$ cat src/rtl/carfield_pkg.sv
// Carfield shared definitions: mailbox register offsets, CTRL/STATUS bit positions,
// default regbus request/response types and the threshold saturation helper.
package carfield_pkg;

  localparam logic [4:0] MboxLetterWOffs = 5'h00;
  localparam logic [4:0] MboxLetterROffs = 5'h04;
  localparam logic [4:0] MboxStatusOffs  = 5'h08;
  localparam logic [4:0] MboxThreshOffs  = 5'h0C;
  localparam logic [4:0] MboxCtrlOffs    = 5'h10;
  localparam logic [4:0] MboxErrCntOffs  = 5'h14;

  localparam int unsigned MboxCtrlIrqEnBit   = 0;
  localparam int unsigned MboxCtrlFlushBit   = 1;
  localparam int unsigned MboxStatusEmptyBit = 0;
  localparam int unsigned MboxStatusFullBit  = 1;
  localparam int unsigned MboxStatusCntLsb   = 8;

  typedef enum logic {
    MboxIdle,
    MboxResp
  } mbox_state_e;

  typedef struct packed {
    logic [31:0] addr;
    logic        write;
    logic [31:0] wdata;
    logic [3:0]  wstrb;
    logic        valid;
  } mbox_reg_req_t;

  typedef struct packed {
    logic [31:0] rdata;
    logic        error;
    logic        ready;
  } mbox_reg_rsp_t;

  // A threshold larger than the FIFO could never be reached, so clamp it to the depth.
  function automatic logic [7:0] mboxSatThresh(input logic [7:0] val, input int unsigned depth);
    if (32'(val) > depth) return 8'(depth);
    return val;
  endfunction

endpackage

$ cat src/rtl/fifo_v3.sv
// Letter storage FIFO (common_cells fifo_v3 port set): head visible the cycle after push.
// Push while full and pop while empty are ignored; flush_i empties it in one cycle.
module fifo_v3 #(
  parameter int unsigned DATA_WIDTH = 32,
  parameter int unsigned DEPTH      = 8,
  parameter int unsigned ADDR_DEPTH = (DEPTH > 1) ? $clog2(DEPTH) : 1
) (
  input  logic                  clk_i,
  input  logic                  rst_ni,
  input  logic                  flush_i,
  output logic                  full_o,
  output logic                  empty_o,
  output logic [ADDR_DEPTH-1:0] usage_o,
  input  logic [DATA_WIDTH-1:0] data_i,
  input  logic                  push_i,
  output logic [DATA_WIDTH-1:0] data_o,
  input  logic                  pop_i
);

  localparam logic [ADDR_DEPTH:0] FullCnt = DEPTH[ADDR_DEPTH:0];
  localparam logic [ADDR_DEPTH:0] CntOne  = {{ADDR_DEPTH{1'b0}}, 1'b1};

  logic [DATA_WIDTH-1:0] mem [DEPTH];
  logic [ADDR_DEPTH-1:0] readPtr;
  logic [ADDR_DEPTH-1:0] writePtr;
  logic [ADDR_DEPTH:0]   statusCnt;
  logic                  doPush;
  logic                  doPop;

  assign full_o  = (statusCnt == FullCnt);
  assign empty_o = (statusCnt == '0);
  // Wraps to zero when full; consumers combine it with full_o.
  assign usage_o = statusCnt[ADDR_DEPTH-1:0];
  assign data_o  = mem[readPtr];
  assign doPush  = push_i & ~full_o;
  assign doPop   = pop_i & ~empty_o;

  always_ff @(posedge clk_i or negedge rst_ni) begin
    if (!rst_ni) begin
      readPtr   <= '0;
      writePtr  <= '0;
      statusCnt <= '0;
    end else if (flush_i) begin
      readPtr   <= '0;
      writePtr  <= '0;
      statusCnt <= '0;
    end else begin
      if (doPush) writePtr <= writePtr + ADDR_DEPTH'(1);
      if (doPop)  readPtr  <= readPtr + ADDR_DEPTH'(1);
      if (doPush && !doPop)      statusCnt <= statusCnt + CntOne;
      else if (doPop && !doPush) statusCnt <= statusCnt - CntOne;
    end
  end

  always_ff @(posedge clk_i) begin
    if (doPush && !flush_i) mem[writePtr] <= data_i;
  end

endmodule

$ cat src/rtl/carfield_mbox_responder.sv
// Host mailbox regbus slave: letter FIFO plus STATUS/THRESH/CTRL/ERRCNT registers and a level IRQ.
// Each access is accepted in IDLE and answered with a one-cycle ready pulse on the following cycle.
module carfield_mbox_responder
  import carfield_pkg::*;
#(
  parameter int unsigned Depth     = 4,
  parameter int unsigned DataWidth = 32,
  parameter type         reg_req_t = mbox_reg_req_t,
  parameter type         reg_rsp_t = mbox_reg_rsp_t
) (
  input  logic     clk_i,
  input  logic     rst_ni,
  input  reg_req_t reg_req_i,
  output reg_rsp_t reg_rsp_o,
  output logic     irq_o
);

  localparam int unsigned AddrW = $clog2(Depth);
  localparam int unsigned CntW  = AddrW + 1;

  mbox_state_e          state;
  mbox_state_e          stateNext;
  logic                 fifoFull;
  logic                 fifoEmpty;
  logic                 fifoPush;
  logic                 fifoPop;
  logic                 fifoFlush;
  logic [AddrW-1:0]     fifoUsage;
  logic [DataWidth-1:0] fifoHead;
  logic [CntW-1:0]      count;
  logic [7:0]           threshQ;
  logic [7:0]           threshD;
  logic                 irqEnQ;
  logic                 irqEnD;
  logic [DataWidth-1:0] errCntQ;
  logic [DataWidth-1:0] errCntD;
  logic                 errInc;
  logic [DataWidth-1:0] rdataQ;
  logic [DataWidth-1:0] rdataD;
  logic [DataWidth-1:0] statusWord;
  logic                 errorQ;
  logic                 errorD;
  logic                 irqQ;
  logic [4:0]           offs;
  logic                 unusedReq;

  assign offs      = reg_req_i.addr[4:0];
  // Upper address bits and the unused strobe/data bits are don't-care for this block.
  assign unusedReq = ^reg_req_i;
  // usage wraps to 0 when full, so the full flag supplies the count MSB.
  assign count     = {fifoFull, fifoUsage};
  assign irq_o     = irqQ;

  fifo_v3 #(
    .DATA_WIDTH (DataWidth),
    .DEPTH      (Depth)
  ) iLetterFifo (
    .clk_i   (clk_i),
    .rst_ni  (rst_ni),
    .flush_i (fifoFlush),
    .full_o  (fifoFull),
    .empty_o (fifoEmpty),
    .usage_o (fifoUsage),
    .data_i  (reg_req_i.wdata),
    .push_i  (fifoPush),
    .data_o  (fifoHead),
    .pop_i   (fifoPop)
  );

  always_comb begin
    statusWord                                = '0;
    statusWord[MboxStatusEmptyBit]            = fifoEmpty;
    statusWord[MboxStatusFullBit]             = fifoFull;
    statusWord[MboxStatusCntLsb +: CntW]      = count;
  end

  always_comb begin
    stateNext = state;
    fifoPush  = 1'b0;
    fifoPop   = 1'b0;
    fifoFlush = 1'b0;
    threshD   = threshQ;
    irqEnD    = irqEnQ;
    errCntD   = errCntQ;
    errInc    = 1'b0;
    rdataD    = '0;
    errorD    = 1'b0;
    case (state)
      MboxIdle: begin
        if (reg_req_i.valid) begin
          stateNext = MboxResp;
          case (offs)
            MboxLetterWOffs: begin
              if (!reg_req_i.write)  errorD = 1'b1;
              else if (!fifoFull)    fifoPush = 1'b1;
              else begin
                errorD = 1'b1;
                errInc = 1'b1;
              end
            end
            MboxLetterROffs: begin
              if (reg_req_i.write)   errorD = 1'b1;
              else if (!fifoEmpty) begin
                fifoPop = 1'b1;
                rdataD  = fifoHead;
              end else begin
                errorD = 1'b1;
                errInc = 1'b1;
              end
            end
            MboxStatusOffs: begin
              if (reg_req_i.write) errorD = 1'b1;
              else                 rdataD = statusWord;
            end
            MboxThreshOffs: begin
              if (!reg_req_i.write)        rdataD[7:0] = threshQ;
              else if (reg_req_i.wstrb[0]) threshD = mboxSatThresh(reg_req_i.wdata[7:0], Depth);
            end
            MboxCtrlOffs: begin
              if (!reg_req_i.write) rdataD[MboxCtrlIrqEnBit] = irqEnQ;
              else if (reg_req_i.wstrb[0]) begin
                irqEnD    = reg_req_i.wdata[MboxCtrlIrqEnBit];
                fifoFlush = reg_req_i.wdata[MboxCtrlFlushBit];
              end
            end
            MboxErrCntOffs: begin
              if (reg_req_i.write) errCntD = '0;
              else                 rdataD  = errCntQ;
            end
            default: errorD = 1'b1;
          endcase
        end
      end
      MboxResp: stateNext = MboxIdle;
    endcase
    if (errInc && (errCntQ != '1)) errCntD = errCntQ + DataWidth'(1);
  end

  always_comb begin
    reg_rsp_o = '0;
    if (state == MboxResp) begin
      reg_rsp_o.ready = 1'b1;
      reg_rsp_o.rdata = rdataQ;
      reg_rsp_o.error = errorQ;
    end
  end

  always_ff @(posedge clk_i or negedge rst_ni) begin
    if (!rst_ni) begin
      state   <= MboxIdle;
      threshQ <= 8'd1;
      irqEnQ  <= 1'b0;
      errCntQ <= '0;
      rdataQ  <= '0;
      errorQ  <= 1'b0;
      irqQ    <= 1'b0;
    end else begin
      state   <= stateNext;
      threshQ <= threshD;
      irqEnQ  <= irqEnD;
      errCntQ <= errCntD;
      rdataQ  <= rdataD;
      errorQ  <= errorD;
      irqQ    <= irqEnQ && (threshQ != 8'd0) && (8'(count) >= threshQ);
    end
  end

endmodule

$ cat config.mk
export PLATFORM = sky130hd
export DESIGN_NAME = carfield_mbox_responder
export DESIGN_NICKNAME = d
export VERILOG_FILES = /design/src/rtl/carfield_pkg.sv /design/src/rtl/fifo_v3.sv /design/src/rtl/carfield_mbox_responder.sv
export SDC_FILE = /design/constraint.sdc
export NUM_CORES = 1
export LEC_CHECK = 0
export CORE_ASPECT_RATIO = 1.75
export CORE_MARGIN = 5
export CORE_UTILIZATION = 40
export CTS_BUF_LIST = sky130_fd_sc_hd__clkbuf_4 sky130_fd_sc_hd__clkbuf_8 sky130_fd_sc_hd__clkbuf_16
export DETAILED_ROUTE_END_ITERATION = 16
export GPL_ROUTABILITY_DRIVEN = 0
export HOLD_SLACK_MARGIN = 0.06
export MAX_ROUTING_LAYER = met4
export PLACE_DENSITY_LB_ADDON = 0.3
export SYNTH_ARGS = -nofsm -noshare
export SYNTH_HDL_FRONTEND = slang
export SYNTH_SLANG_ARGS = --single-unit
$ cat constraint.sdc
create_clock -name clk_i -period 7.13 [get_ports clk_i]
set_clock_uncertainty 0.05 [all_clocks]
set_input_delay 1.0695 -clock clk_i [delete_from_list [all_inputs] [get_ports clk_i]]
set_output_delay 1.0695 -clock clk_i [all_outputs]
set_load 0.01 [all_outputs]
==> results of run 1 <==
## sequential cells by signal, summed over array words and instances (netlist names)
signal                 flops
state                      1
iLetterFifo.readPtr        2
iLetterFifo.mem          128
iLetterFifo.writePtr       2
irqEnQ                     1
errCntQ                   32
rdataQ                    32
errorQ                     1
threshQ                    8
irq_o                      1
iLetterFifo.statusCnt      3
## routing by layer
layer  share of wire  track usage  vias up
met5               0            -        -
met4           0.032       0.0535        0
met1            0.37        0.190     3052
li1                -            -     2718
met2            0.56        0.301      202
met3           0.046       0.0182       51
## kinds of logic after synthesis
kind of cell | after synthesis | share of synthesized area
muxes | 40 | 0.0872
and+or+nand+nor | 230 | 0.139
xor gates and xnor gates | 3 | 0.00285
DFF | 211 | 0.641
adders and majority gates | 8 | 0.0116
buffers and inverters | 65 | 0.0302
AOI/OAI and AO/OA | 112 | 0.0879
## through the flow
step                      instance area, um2  std cells  hold WS [ns]  setup slack (ns)
after global routing                   10900       1044         0.437              2.76
after global placement                 10300       1011         0.444              2.55
after floorplan                         9240        669         0.420              3.96
after detailed placement               10300       1011         0.449              2.47
final                                  10900       1044         0.421              2.95
after CTS                              10900       1044         0.425              2.99
## where the power goes
part	switching (uW)	internal, uW	leakage [uW]
clock network	442	569	0.000293
logic	113	114	0.00125
registers	55.6	1330	0.00225
total	611	2010	0.00380
## worst max-delay path, cell delays in order
cell	delay (ns)
clkdlybuf4s50_1	0.84
or3b_4	0.46
a2111oi_4	0.57
nand2_4	0.25
o21ai_1	0.74
buf_4	0.39
o221ai_1	0.15
## worst min-delay path by stage
stage	from	endpoint	slack [ns]	depth (start not counted)
after floorplan	threshQ[3]	threshQ[3]	0.42	1
after global placement	threshQ[0]	threshQ[0]	0.44	2
after detailed placement	threshQ[3]	threshQ[3]	0.45	1
after CTS	rst_ni	irqEnQ	0.42	1
after global routing	rst_ni	rdataQ[0]	0.44	1
final	rst_ni	rdataQ[0]	0.42	1
## layout make-up
class	instances	share of cell area
sequential	211	0.545
multi-input combinational	393	0.280
timing repair buffer	88	0.0780
clock buffer	20	0.0444
tap	300	0.0345
clock inverter	13	0.0116
inverter	19	0.00656
## layout by cell type, fill, tap and decap left out, types with 3 or more instances in the layout
| cell type | Yosys | final |
|---|---|---|
| ha_1 | 7 | 7 |
| nor3b_1 | 3 | 3 |
| or4_1 | 6 | 6 |
| nand3_1 | 36 | 36 |
| nor2_1 | 40 | 39 |
| a222oi_1 | 10 | 10 |
| clkdlybuf4s50_1 | 0 | 75 |
| dfrtp_1 | 82 | 80 |
| xnor2_1 | 3 | 3 |
| nor3_1 | 9 | 9 |
| o21ai_1 | 6 | 6 |
| mux2_2 | 4 | 4 |
| clkinvlp_2 | 0 | 4 |
| nand2_1 | 28 | 28 |
| inv_1 | 18 | 18 |
| and2_1 | 46 | 46 |
| a21oi_1 | 4 | 4 |
| o31a_1 | 4 | 4 |
| nand2b_1 | 3 | 3 |
| o211ai_1 | 5 | 5 |
| clkbuf_16 | 0 | 19 |
| a41oi_1 | 7 | 7 |
| and4_1 | 8 | 8 |
| a22oi_1 | 22 | 22 |
| and3_1 | 7 | 7 |
| buf_4 | 2 | 13 |
| or3_1 | 11 | 11 |
| o21ai_0 | 6 | 6 |
| and4b_1 | 3 | 3 |
| mux2i_1 | 4 | 4 |
| mux4_2 | 32 | 32 |
| a31oi_1 | 38 | 38 |
| edfxtp_1 | 128 | 128 |
| nor4_1 | 8 | 7 |
| nand4_1 | 14 | 14 |
==> metrics, run 1 <==
Multi-input gate area=around 0.0030 mm2; layout cells sized above 1=0.121; post-synth top area share=0.416; DIE AREA=approximately 0.026 mm2; Routed WL=21000 um; Vias=6023; worst-margin pin slew=approximately 1.3 ns; CTS clk-pin slew, worst paths=0.07 ns; DRC Markers=0; clock sink count=211; Max Buffers Root-to-Sink=3; critical setup path kind=in2reg; critical path capture point=errCntQ[18]; Area contributors post-synth=edfxtp_1 (42%), dfrtp_1 (22%), mux4_2 (7.8%), and2_1 (3.1%), a31oi_1 (2.6%); beginning of the critical path=reg_req_i[40]; VDD IR max=0.000129 V; clock latency on the worst-skew pair=0.48 ns; crit start category=primary input; Leak=0.00380 uW; Die Wd=125 um; synthesis-to-layout area growth=17.7%; count leader, synth=edfxtp_1; endpoints failing hold=0; cts bufs inserted=19; vias in the first global route=about 6300; Die H=around 210 um; endpoints failing setup=0; Max Transition Viols Final=0; Antenna diodes=0; RSZ-0062 raised after global routing=no; Synth Area per Inst=between 10 and 15 um2; status=finished, final reports clean; H-Tree Depth=1; wire length per cell=a little over 20 um; Async S/R FF share, synth=0.393; grt total ovfl=0; Peak Freq=roughly 240 MHz; # IOs=around 110; Max Cap Viol=0; most common library cells after synthesis=edfxtp_1 (128), dfrtp_1 (82), and2_1 (46), nor2_1 (40), a31oi_1 (38); Post-CTS Setup Inserts=0; FP Rows=73; final net count=812; Seq/Total Area, Yosys=0.641; total power=roughly 2600 uW; Core Util, Final=0.478; initial antenna violation count=0; minimum clock period=4.18 ns; CP endpoint kind=flip-flop; Tcrit/Tclk final=0.586; setup slack, reg-to-reg=between 3 and 4 ns; Layout fillers=~2000; largest net degree at the start of global routing=61; first-pass GRT wire length=approximately 34000 um; TritonCTS clock tree=built; Worst slew margin=0.138; number of synthesis warnings=0; cts hold-fix bufs=0; post-cts resize count=0; initial drt markers=around 370; worst r2r src=state; Syn Inst Count=669; Crit Reg-Reg Endpoint=errCntQ[18]; Fin Setup TNS=0 ns; mapped cell area=0.00924 mm2; #FFs+latches synth=approximately 210; Buffers on Ports=76; Critical Path AT=approximately 4.5 ns; number of synthesized flops with an enable pin=between 100 and 150; Overall Global Routing Usage=0.165; Final ANT Viol Nets=0; Synth area leader=edfxtp_1; DP HPWL=about 14000 um; Root Driver=clkbuf_16; Core ar.=approximately 0.023 mm2; Via density=5.77; DR pass1 iterations=5; reg2reg path depth=6; sequential cell area=0.00592 mm2; Critical Path RT=7.43 ns; pwr/cell area=~240 mW/mm2; Unique masters post-synth=between 50 and 60; Initial Util=0.406; worst-path maximum fanout=20; ys flop type=edfxtp_1; net count after synthesis=between 700 and 800; Hold Crit Class=in2async
Note: power is estimated with default switching activity, not from simulation.
==> inputs of run 2 (changes only) <==
- clock period: 7.13 -> 3.67 ns (I/O delays scaled with it)
==> metrics, run 2 (synthesized netlist as in run 1, its figures left out) <==
status=finished, final reports clean; Leak=0.00386 uW (+1.7%); Fin Setup TNS=0 ns (unchanged); CP endpoint kind=output pin; initial drt markers=373 (+1.4%); endpoints failing hold=0 (unchanged); wire length per cell=20.0 um (-0.69%); Max Cap Viol=0 (unchanged); Tcrit/Tclk final=0.761; final net count=821 (+1.1%); Max Buffers Root-to-Sink=3 (unchanged); Die H=211 um (unchanged); clock sink count=211 (unchanged); worst-path maximum fanout=37 (+85%); TritonCTS clock tree=built; synthesis-to-layout area growth=19.3%; clock latency on the worst-skew pair=0.49 ns (about the same); VDD IR max=0.000232 V (+81%); DRC Markers=0 (unchanged); FP Rows=73 (unchanged); first-pass GRT wire length=34100 um (-0.42%); Core ar.=0.0227 mm2 (unchanged); Root Driver=clkbuf_16; H-Tree Depth=1 (unchanged); Initial Util=0.406 (unchanged); leading cell type in the layout, fill and taps excluded=edfxtp_1; DIE AREA=0.0264 mm2 (unchanged); # IOs=107 (unchanged); DR pass1 iterations=6 (+1); Final ANT Viol Nets=0 (unchanged); endpoints failing setup=0 (unchanged); worst r2r src=errCntQ[0]; beginning of the critical path=state; Core Util, Final=0.484 (+0.00638); largest registers=iLetterFifo.mem: 128 flops, errCntQ: 32 flops, rdataQ: 32 flops; post-cts resize count=0 (unchanged); Routed WL=21100 um (+0.36%); Die Wd=125 um (unchanged); Worst slew margin=0.366 (+0.228); Vias=6004 (-0.32%); met1 Use GR=0.187 (-0.00366); DP HPWL=14700 um (+3.8%); minimum clock period=roughly 2.8 ns; critical setup path kind=reg2out; Peak Freq=358 MHz; layout cells sized above 1=0.134 (+0.0128); crit start category=flip-flop; cts hold-fix bufs=0 (unchanged); initial antenna violation count=0 (unchanged); Hold Crit Class=in2async; Critical Path RT=3.07 ns (-4.36 ns); Post-CTS Setup Inserts=0 (unchanged); Via density=5.69 (-1.4%); Placement Cell Area=0.0104 mm2 (+1.3%); Overall Global Routing Usage=0.165 (-0.000407); worst-margin pin slew=0.951 ns (-0.342 ns); non-filler cells, final=1055 (+1.1%); grt total ovfl=0 (unchanged); Most flops, register=iLetterFifo.mem; Cells after DPL=1019 (+0.79%); met2 Use GR=0.292 (-0.00916); Antenna diodes=0 (unchanged); Critical Path AT=2.19 ns (-2.29 ns); largest net degree at the start of global routing=74 (+21%); grt peak-use layer=met2; cts bufs inserted=20 (+1); most frequent cells in the layout=edfxtp_1 (128), dfrtp_1 (80), clkdlybuf4s50_1 (75); RSZ-0062 raised after global routing=no; vias in the first global route=6234 (-0.27%); max reg flops=128 (unchanged); met3 usage=0.0220 (+0.00380); Max Transition Viols Final=0 (unchanged); pwr/cell area=460 mW/mm2 (+91%); final instance area=0.0110 mm2 (+1.3%); Buffers on Ports=76 (unchanged); CTS clk-pin slew, worst paths=0.06 ns (about the same)
-- run 2: changes by cell type in the layout (fill, tap and decap cells not counted), sizes merged --
| cell | previous run | this run |
|---|---|---|
| inv | 21 | 19 |
| clkbuf | 20 | 25 |
| buf | 13 | 21 |
| clkinv | 5 | 7 |
| bufinv | 2 | 0 |
-- run 2: path summary, 6_finish.rpt --
kind,to,slack (ns),depth (start not counted)
max,reg_rsp_o[19],0.88,2
min,threshQ[3],0.14,1
max reg2reg,errCntQ[1],0.88,7
min reg2reg,threshQ[6],0.48,1
max in group asynchronous,errCntQ[1],2.74,2
min in group clk_i,threshQ[6],0.48,1
-- run 2: stage by stage --
stage | hold slack [ns] | worst slack [ns] | power [uW]
final | 0.139 | 0.876 | 5070
after detailed placement | 0.454 | 0.620 | 3190
after global routing | 0.213 | 0.645 | 5280
after CTS | 0.167 | 0.777 | 5130
after global placement | 0.449 | 0.680 | 3160
after floorplan | 0.205 | 1.02 | 2980
-- run 2: routing by layer --
layer	vias up	wire, um
li1	2745	-
met1	2970	7710
met2	230	11400
met3	59	1150
met4	0	891
met5	-	0
-- run 2: area by class of cell --
class,count,area [um2]
clock buffers,25,556
clock inverters,11,63.8
fillers,1956,11700
inverters,19,71.3
multi-input cells,393,3040
flip-flops and latches,211,5920
well taps,300,375
repair buffers,96,983
-- run 2: report_power, final --
| group | total (uW) | leakage [uW] | internal [uW] | switching [uW] |
|---|---|---|---|---|
| combinational | 432 | 0.00130 | 229 | 203 |
| sequential | 2700 | 0.00225 | 2580 | 126 |
| clock | 1930 | 0.000301 | 1080 | 850 |
| total | 5070 | 0.00386 | 3890 | 1180 |
-- run 2: critical path: stages (launching register included) --
cell,delay [ns]
dfrtp_1,0.91
and2_1,0.24
clkdlybuf4s50_1,0.55
